==> src/rtl/id_stage.sv <==
// Instruction-decode stage of the 5-stage RV32I pipeline: IF/ID register, decode,
// register-file read with same-cycle WB bypass, load-use hazard detection and ID/EX register.
module id_stage #(
  parameter int          XLEN      = 32,
  parameter logic [31:0] NOP_INSTR = 32'h0000_0013
) (
  input  logic            clk,
  input  logic            rst,
  input  logic            if_valid,
  input  logic [XLEN-1:0] if_pc,
  input  logic [31:0]     if_instr,
  input  logic            flush,
  output logic            id_stall,
  output logic [4:0]      rs1_addr,
  output logic [4:0]      rs2_addr,
  input  logic [XLEN-1:0] rs1_rdata,
  input  logic [XLEN-1:0] rs2_rdata,
  input  logic            wb_we,
  input  logic [4:0]      wb_rd,
  input  logic [XLEN-1:0] wb_data,
  output logic            ex_valid,
  output logic [XLEN-1:0] ex_pc,
  output logic [XLEN-1:0] ex_rs1_val,
  output logic [XLEN-1:0] ex_rs2_val,
  output logic [XLEN-1:0] ex_imm,
  output logic [4:0]      ex_rs1,
  output logic [4:0]      ex_rs2,
  output logic [4:0]      ex_rd,
  output logic [6:0]      ex_opcode,
  output logic [2:0]      ex_funct3,
  output logic            ex_funct7b5,
  output logic            ex_reg_we,
  output logic            ex_mem_read,
  output logic            ex_mem_write,
  output logic            ex_illegal
);

  localparam logic [6:0] OP_LOAD   = 7'h03;
  localparam logic [6:0] OP_MISC   = 7'h0F;
  localparam logic [6:0] OP_IMM    = 7'h13;
  localparam logic [6:0] OP_AUIPC  = 7'h17;
  localparam logic [6:0] OP_STORE  = 7'h23;
  localparam logic [6:0] OP_REG    = 7'h33;
  localparam logic [6:0] OP_LUI    = 7'h37;
  localparam logic [6:0] OP_BRANCH = 7'h63;
  localparam logic [6:0] OP_JALR   = 7'h67;
  localparam logic [6:0] OP_JAL    = 7'h6F;
  localparam logic [6:0] OP_SYSTEM = 7'h73;

  typedef struct packed {
    logic            valid;
    logic [XLEN-1:0] pc;
    logic [XLEN-1:0] rs1_val;
    logic [XLEN-1:0] rs2_val;
    logic [XLEN-1:0] imm;
    logic [4:0]      rs1;
    logic [4:0]      rs2;
    logic [4:0]      rd;
    logic [6:0]      opcode;
    logic [2:0]      funct3;
    logic            funct7b5;
    logic            reg_we;
    logic            mem_read;
    logic            mem_write;
    logic            illegal;
  } idex_t;

  // Bubble and reset value of the ID/EX slot: everything zero, opcode reads as a NOP.
  function automatic idex_t idex_bubble();
    idex_t b;
    b        = '0;
    b.opcode = OP_IMM;
    return b;
  endfunction

  logic            ifid_valid_q, ifid_valid_d;
  logic [XLEN-1:0] ifid_pc_q, ifid_pc_d;
  logic [31:0]     ifid_instr_q, ifid_instr_d;
  idex_t           idex_q, idex_d, dec;

  logic [6:0]      opcode;
  logic [4:0]      rd_idx;
  logic [31:0]     imm;
  logic            legal, writes_rd, rs1_used, rs2_used, load_use;

  assign opcode    = ifid_instr_q[6:0];
  assign rd_idx    = ifid_instr_q[11:7];
  assign rs1_addr  = ifid_instr_q[19:15];
  assign rs2_addr  = ifid_instr_q[24:20];

  assign legal     = opcode inside {OP_LOAD, OP_MISC, OP_IMM, OP_AUIPC, OP_STORE, OP_REG,
                                    OP_LUI, OP_BRANCH, OP_JALR, OP_JAL, OP_SYSTEM};
  assign writes_rd = opcode inside {OP_LOAD, OP_IMM, OP_AUIPC, OP_REG, OP_LUI, OP_JALR, OP_JAL};
  assign rs1_used  = !(opcode inside {OP_LUI, OP_AUIPC, OP_JAL});
  assign rs2_used  = opcode inside {OP_REG, OP_STORE, OP_BRANCH};

  always_comb begin
    // NOTE: assign a default before the case so no path leaves imm unassigned (no latch).
    imm = '0;
    unique case (opcode)
      OP_LOAD, OP_IMM, OP_JALR: imm = {{20{ifid_instr_q[31]}}, ifid_instr_q[31:20]};
      OP_STORE:  imm = {{20{ifid_instr_q[31]}}, ifid_instr_q[31:25], ifid_instr_q[11:7]};
      OP_BRANCH: imm = {{19{ifid_instr_q[31]}}, ifid_instr_q[31], ifid_instr_q[7],
                        ifid_instr_q[30:25], ifid_instr_q[11:8], 1'b0};
      OP_LUI, OP_AUIPC: imm = {ifid_instr_q[31:12], 12'b0};
      OP_JAL:    imm = {{11{ifid_instr_q[31]}}, ifid_instr_q[31], ifid_instr_q[19:12],
                        ifid_instr_q[20], ifid_instr_q[30:21], 1'b0};
      default:   imm = '0;
    endcase
  end

  // A load in EX whose rd feeds an operand this instruction actually reads.
  assign load_use = ifid_valid_q && idex_q.valid && idex_q.mem_read && (idex_q.rd != 5'd0)
                 && ((rs1_used && (idex_q.rd == rs1_addr)) || (rs2_used && (idex_q.rd == rs2_addr)));
  assign id_stall = load_use && !flush;

  always_comb begin
    dec           = idex_bubble();
    dec.valid     = 1'b1;
    dec.pc        = ifid_pc_q;
    // x0 is never bypassed, so a WB to x0 cannot leak into an operand.
    dec.rs1_val   = (wb_we && (wb_rd != 5'd0) && (wb_rd == rs1_addr)) ? wb_data : rs1_rdata;
    dec.rs2_val   = (wb_we && (wb_rd != 5'd0) && (wb_rd == rs2_addr)) ? wb_data : rs2_rdata;
    dec.imm       = imm;
    dec.rs1       = rs1_addr;
    dec.rs2       = rs2_addr;
    dec.rd        = rd_idx;
    dec.opcode    = opcode;
    dec.funct3    = ifid_instr_q[14:12];
    dec.funct7b5  = ifid_instr_q[30];
    dec.reg_we    = legal && writes_rd && (rd_idx != 5'd0);
    dec.mem_read  = (opcode == OP_LOAD);
    dec.mem_write = (opcode == OP_STORE);
    dec.illegal   = !legal;
  end

  always_comb begin
    ifid_valid_d = if_valid;
    ifid_pc_d    = if_pc;
    ifid_instr_d = if_instr;
    idex_d       = dec;
    if (flush) begin
      ifid_valid_d = 1'b0;
      ifid_pc_d    = '0;
      ifid_instr_d = NOP_INSTR;
      idex_d       = idex_bubble();
    end else if (load_use) begin
      ifid_valid_d = ifid_valid_q;
      ifid_pc_d    = ifid_pc_q;
      ifid_instr_d = ifid_instr_q;
      idex_d       = idex_bubble();
    end else if (!ifid_valid_q) begin
      idex_d       = idex_bubble();
    end
  end

  always_ff @(posedge clk or posedge rst) begin
    if (rst) begin
      ifid_valid_q <= 1'b0;
      ifid_pc_q    <= '0;
      ifid_instr_q <= NOP_INSTR;
      idex_q       <= idex_bubble();
    end else begin
      // NOTE: non-blocking assignments so every flop samples pre-edge values.
      ifid_valid_q <= ifid_valid_d;
      ifid_pc_q    <= ifid_pc_d;
      ifid_instr_q <= ifid_instr_d;
      idex_q       <= idex_d;
    end
  end

  assign ex_valid     = idex_q.valid;
  assign ex_pc        = idex_q.pc;
  assign ex_rs1_val   = idex_q.rs1_val;
  assign ex_rs2_val   = idex_q.rs2_val;
  assign ex_imm       = idex_q.imm;
  assign ex_rs1       = idex_q.rs1;
  assign ex_rs2       = idex_q.rs2;
  assign ex_rd        = idex_q.rd;
  assign ex_opcode    = idex_q.opcode;
  assign ex_funct3    = idex_q.funct3;
  assign ex_funct7b5  = idex_q.funct7b5;
  assign ex_reg_we    = idex_q.reg_we;
  assign ex_mem_read  = idex_q.mem_read;
  assign ex_mem_write = idex_q.mem_write;
  assign ex_illegal   = idex_q.illegal;

endmodule

==> config.mk <==
export PLATFORM = sky130hd
export DESIGN_NAME = id_stage
export DESIGN_NICKNAME = d
export VERILOG_FILES = /design/src/rtl/id_stage.sv
export SDC_FILE = /design/constraint.sdc
export NUM_CORES = 1
export LEC_CHECK = 0
export ABC_AREA = 1
export BUFFER_PORTS_ARGS = -buffer_cell sky130_fd_sc_hd__buf_2
export CAP_MARGIN = 20
export CELL_PAD_IN_SITES_DETAIL_PLACEMENT = 1
export CELL_PAD_IN_SITES_GLOBAL_PLACEMENT = 2
export CORE_MARGIN = 2
export CORE_UTILIZATION = 25
export CTS_BUF_LIST = sky130_fd_sc_hd__clkbuf_8 sky130_fd_sc_hd__clkbuf_16
export DETAILED_ROUTE_END_ITERATION = 6
export PLACE_DENSITY_LB_ADDON = 0.15
export SYNTH_ARGS = -nofsm -noshare
export SYNTH_HDL_FRONTEND = slang
export SYNTH_SLANG_ARGS = --single-unit
==> constraint.sdc <==
create_clock -name clk -period 6.6 [get_ports clk]
set_clock_uncertainty 0.05 [all_clocks]
set_input_delay 0.33 -clock clk [delete_from_list [all_inputs] [get_ports clk]]
set_output_delay 0.33 -clock clk [all_outputs]
set_load 0.05 [all_outputs]
==> flow_metrics.tcl <==
set metrics [dict create \
    finalHoldViolations 0 \
    sw_frac_of_total_pct 28.3 \
    first_global_vias 9765 \
    die_h_um 207 \
    die_w_um 207 \
    cts_tree "done" \
    antenna_found_initial 2 \
    slowest_stage "nand2_8" \
    clkTransAtPathRegs_ns 0.06 \
    avgRoutedWirePerCell_um 18.5 \
    start_kind "register" \
    first_iter_violations 390 \
    leakagePower_nw 7.70 \
    clock_latency_ns 0.56 \
    hold_ws_ns 0.0338 \
    p_total_mw 3.38 \
    clockPowerShare_pct 44.2 \
    finalCritPeriodShare_pct 67.5 \
    dieArea_mm2 0.0430 \
    via_per_inst 4.37 \
    intPower_mw 2.42 \
    cp_slowest_stage_delay_ns 0.67 \
    r2r-start "ifid_instr_q[4]" \
    tightest_slew_ns 1.08 \
    switchingPower_uw 954 \
    syn_inst 1150 \
    max-vdd-ir-drop_mv 0.163 \
    rsz0062_at_grt "false" \
    cts.sinks 224 \
    synth_area_mm2 0.0103 \
    p_per_area_mw_per_mm2 241 \
    r2r-end "ex_rs2_val[17]" \
    synth_seq_cells 224 \
    crit_path_end "ex_rs2_val[17]" \
    cts_setup_buffers 0 \
    syn_nets 1320 \
    final.setup.worst_slack_ns 2.15 \
    floorplan.initialDensity_pct 25.3 \
    synth_warnings 0 \
    hpwl_mm 25.2 \
    worst-path-buf-inv 3 \
    drive_gt1_share_pct 31.7 \
    clk_path_buf_depth 3 \
    final_util_pct 34.3 \
    syn_avg_cell_area_um2 8.99 \
    yosys.cell_types.count 30 \
    ys_seq_area_share_pct 54.3 \
    grt-ovfl-total 0 \
    setup_viol 0 \
    max-slew-margin-rel_pct 28.2 \
    ant_nets 0 \
    comb_power_share_pct 13.1 \
    reg2reg_depth 11 \
    drcViolationCount 0 \
    drv_slew 0 \
    coreArea_mm2 0.0408 \
    cts.hold.buffers_added 76 \
    cp_max_fo 70 \
    nets 1695 \
    htreeDepth 1 \
    mostFrequentLayoutCells "buf_2 (339), nand2_1 (238), dfrtp_1 (218), nand3_1 (144), inv_1 (142)" \
    io_buffer_count 339 \
    fin_setup_tns_ns 0 \
    area_growth_syn_to_layout_pct 35.3 \
    worstSetupEndpointType "register" \
    dr_total_vias 9075 \
    path_depth 11 \
    crit_type "register to register" \
    arrival_ns 4.87 \
    numCtsBuffers 28 \
    cts_resized 0 \
    period_needed_ns 4.45 \
    final_common_cell "buf_2" \
    place_congestion 0.762 \
    hold_class "input pin to register" \
    io_pins 340 \
    regToRegSetupSlack_ns 2.15 \
    grt_usage_pct 17.8 \
    max-cap-violations 0 \
    outcome "complete, no violations" \
    routed_wl_mm 38.5 \
    cts_root_buffer "clkbuf_16" \
    placementRows 74 \
    max_freq_ghz 0.225 \
    drt_first_pass_iters 4 \
    required_ns 7.02 \
    critical_path.cell_chain "inv_2 > nor2_1 > nand3_1 > nand2_4 > inv_2 > nand3_2 > nand2_2 > nand2_4 > nand2_8 > buf_4 > nor2_1" \
    seqPwrFrac_pct 42.7 \
    cpLargestDelayFamily "simple AND/OR/NAND/NOR gates" \
    grt_max_degree 114 \
    place_ws_ns 2.08 \
    cp-startpoint "ifid_instr_q[4]" \
    grt_pass1_wl_mm 60.2 \
]
-- worst register-to-register path, cell delays in order (launching register included) --
cell and delay [ns]:
dfstp_2 0.56, inv_2 0.07, nor2_1 0.13, nand3_1 0.60, nand2_4 0.40, inv_2 0.06, nand3_2 0.08, nand2_2 0.07
nand2_4 0.66, nand2_8 0.71, buf_4 0.70, nor2_1 0.27
-- cell families (layout without fill, tap and decap cells) --
logic type	after synthesis	count (layout)	synth area share, %
XOR/XNOR	15	15	1.27
buffers and inverters	223	618	9.93
AND/OR/NAND/NOR	665	665	33.2
AO/OA/AOI/OAI	23	23	1.29
flip-flops	224	224	54.3
other	0	2	0
-- stage by stage --
| step | std cells | cell area (um^2) |
|---|---|---|
| detailed placement | 1951 | 12300 |
| floorplan | 1150 | 10300 |
| global route | 2078 | 14000 |
| finish | 2079 | 14000 |
| CTS | 2077 | 14000 |
| global placement | 1951 | 12300 |
-- sequential cells by signal, indices dropped and copies added, names as in the netlist --
register      count
ex_rs1_val       32
ifid_instr_q     32
ex_rs2            5
ex_mem_read       1
ifid_pc_q        32
ex_imm           32
ex_rs1            5
ex_pc            32
ex_rd             5
ifid_valid_q      1
ex_valid          1
ex_funct3         3
ex_funct7b5       1
ex_reg_we         1
ex_rs2_val       32
ex_opcode         7
ex_illegal        1
ex_mem_write      1
-- how the worst min path moves through the flow --
| stage | from | endpoint | cells past startpoint | slack [ns] |
|---|---|---|---|---|
| 3_3_place_gp | ifid_instr_q[1] | ex_opcode[1] | 2 | 0.41 |
| 6_report | rs2_rdata[6] | ex_rs2_val[6] | 5 | 0.03 |
| 4_1_cts | rs2_rdata[25] | ex_rs2_val[25] | 5 | 0.001 |
| 2_1_floorplan | if_instr[0] | ifid_instr_q[0] | 2 | 0.39 |
| 3_5_place_dp | ifid_instr_q[1] | ex_opcode[1] | 2 | 0.41 |
| 5_1_grt | rs2_rdata[20] | ex_rs2_val[20] | 5 | 0.03 |
-- cells in the mapped netlist, drive strengths merged --
master / number / area [um^2]
xnor2: 9 / 78.8
inv: 142 / 533
a32oi: 1 / 8.76
nand3: 145 / 731
clkbuf: 34 / 128
a22oi: 5 / 37.5
o211ai: 1 / 7.51
a21oi: 11 / 55.1
o21ai: 5 / 25.0
dfrtp: 218 / 5460
nand3b: 1 / 7.51
nand4: 64 / 400
nor4: 1 / 6.26
dfstp: 6 / 158
nor2: 207 / 1320
xor2: 6 / 52.6
nand2: 245 / 960
nor3: 2 / 10.0
buf: 47 / 367
-- final cells by class --
cell class              count  area (um^2)
diodes                      2         5.00
clock buffers              33          781
clock inverters            17          108
fillers                  4865        26800
inverters                 142          543
multi-input cells         703         3720
flip-flops and latches    224         5610
well taps                 532          666
repair buffers            426         2550
-- metal layers --
metal	vias up	GRT usage (%)	share of wire, %
met5	-	0	0.036
met3	42	3.56	5.0
met1	4476	23.9	45
met2	227	29.5	48
li1	4328	-	-
met4	2	4.46	2.4
-- power groups by stage --
stage | combinational (mW) | clock [mW] | sequential (mW)
after detailed placement | 0.415 | 0 | 1.47
after global routing | 0.489 | 1.60 | 1.45
after global placement | 0.415 | 0 | 1.47
after floorplan | 0.208 | 0 | 1.52
final | 0.442 | 1.49 | 1.44
after CTS | 0.452 | 1.56 | 1.44
Power figures use the tool's default switching activity.
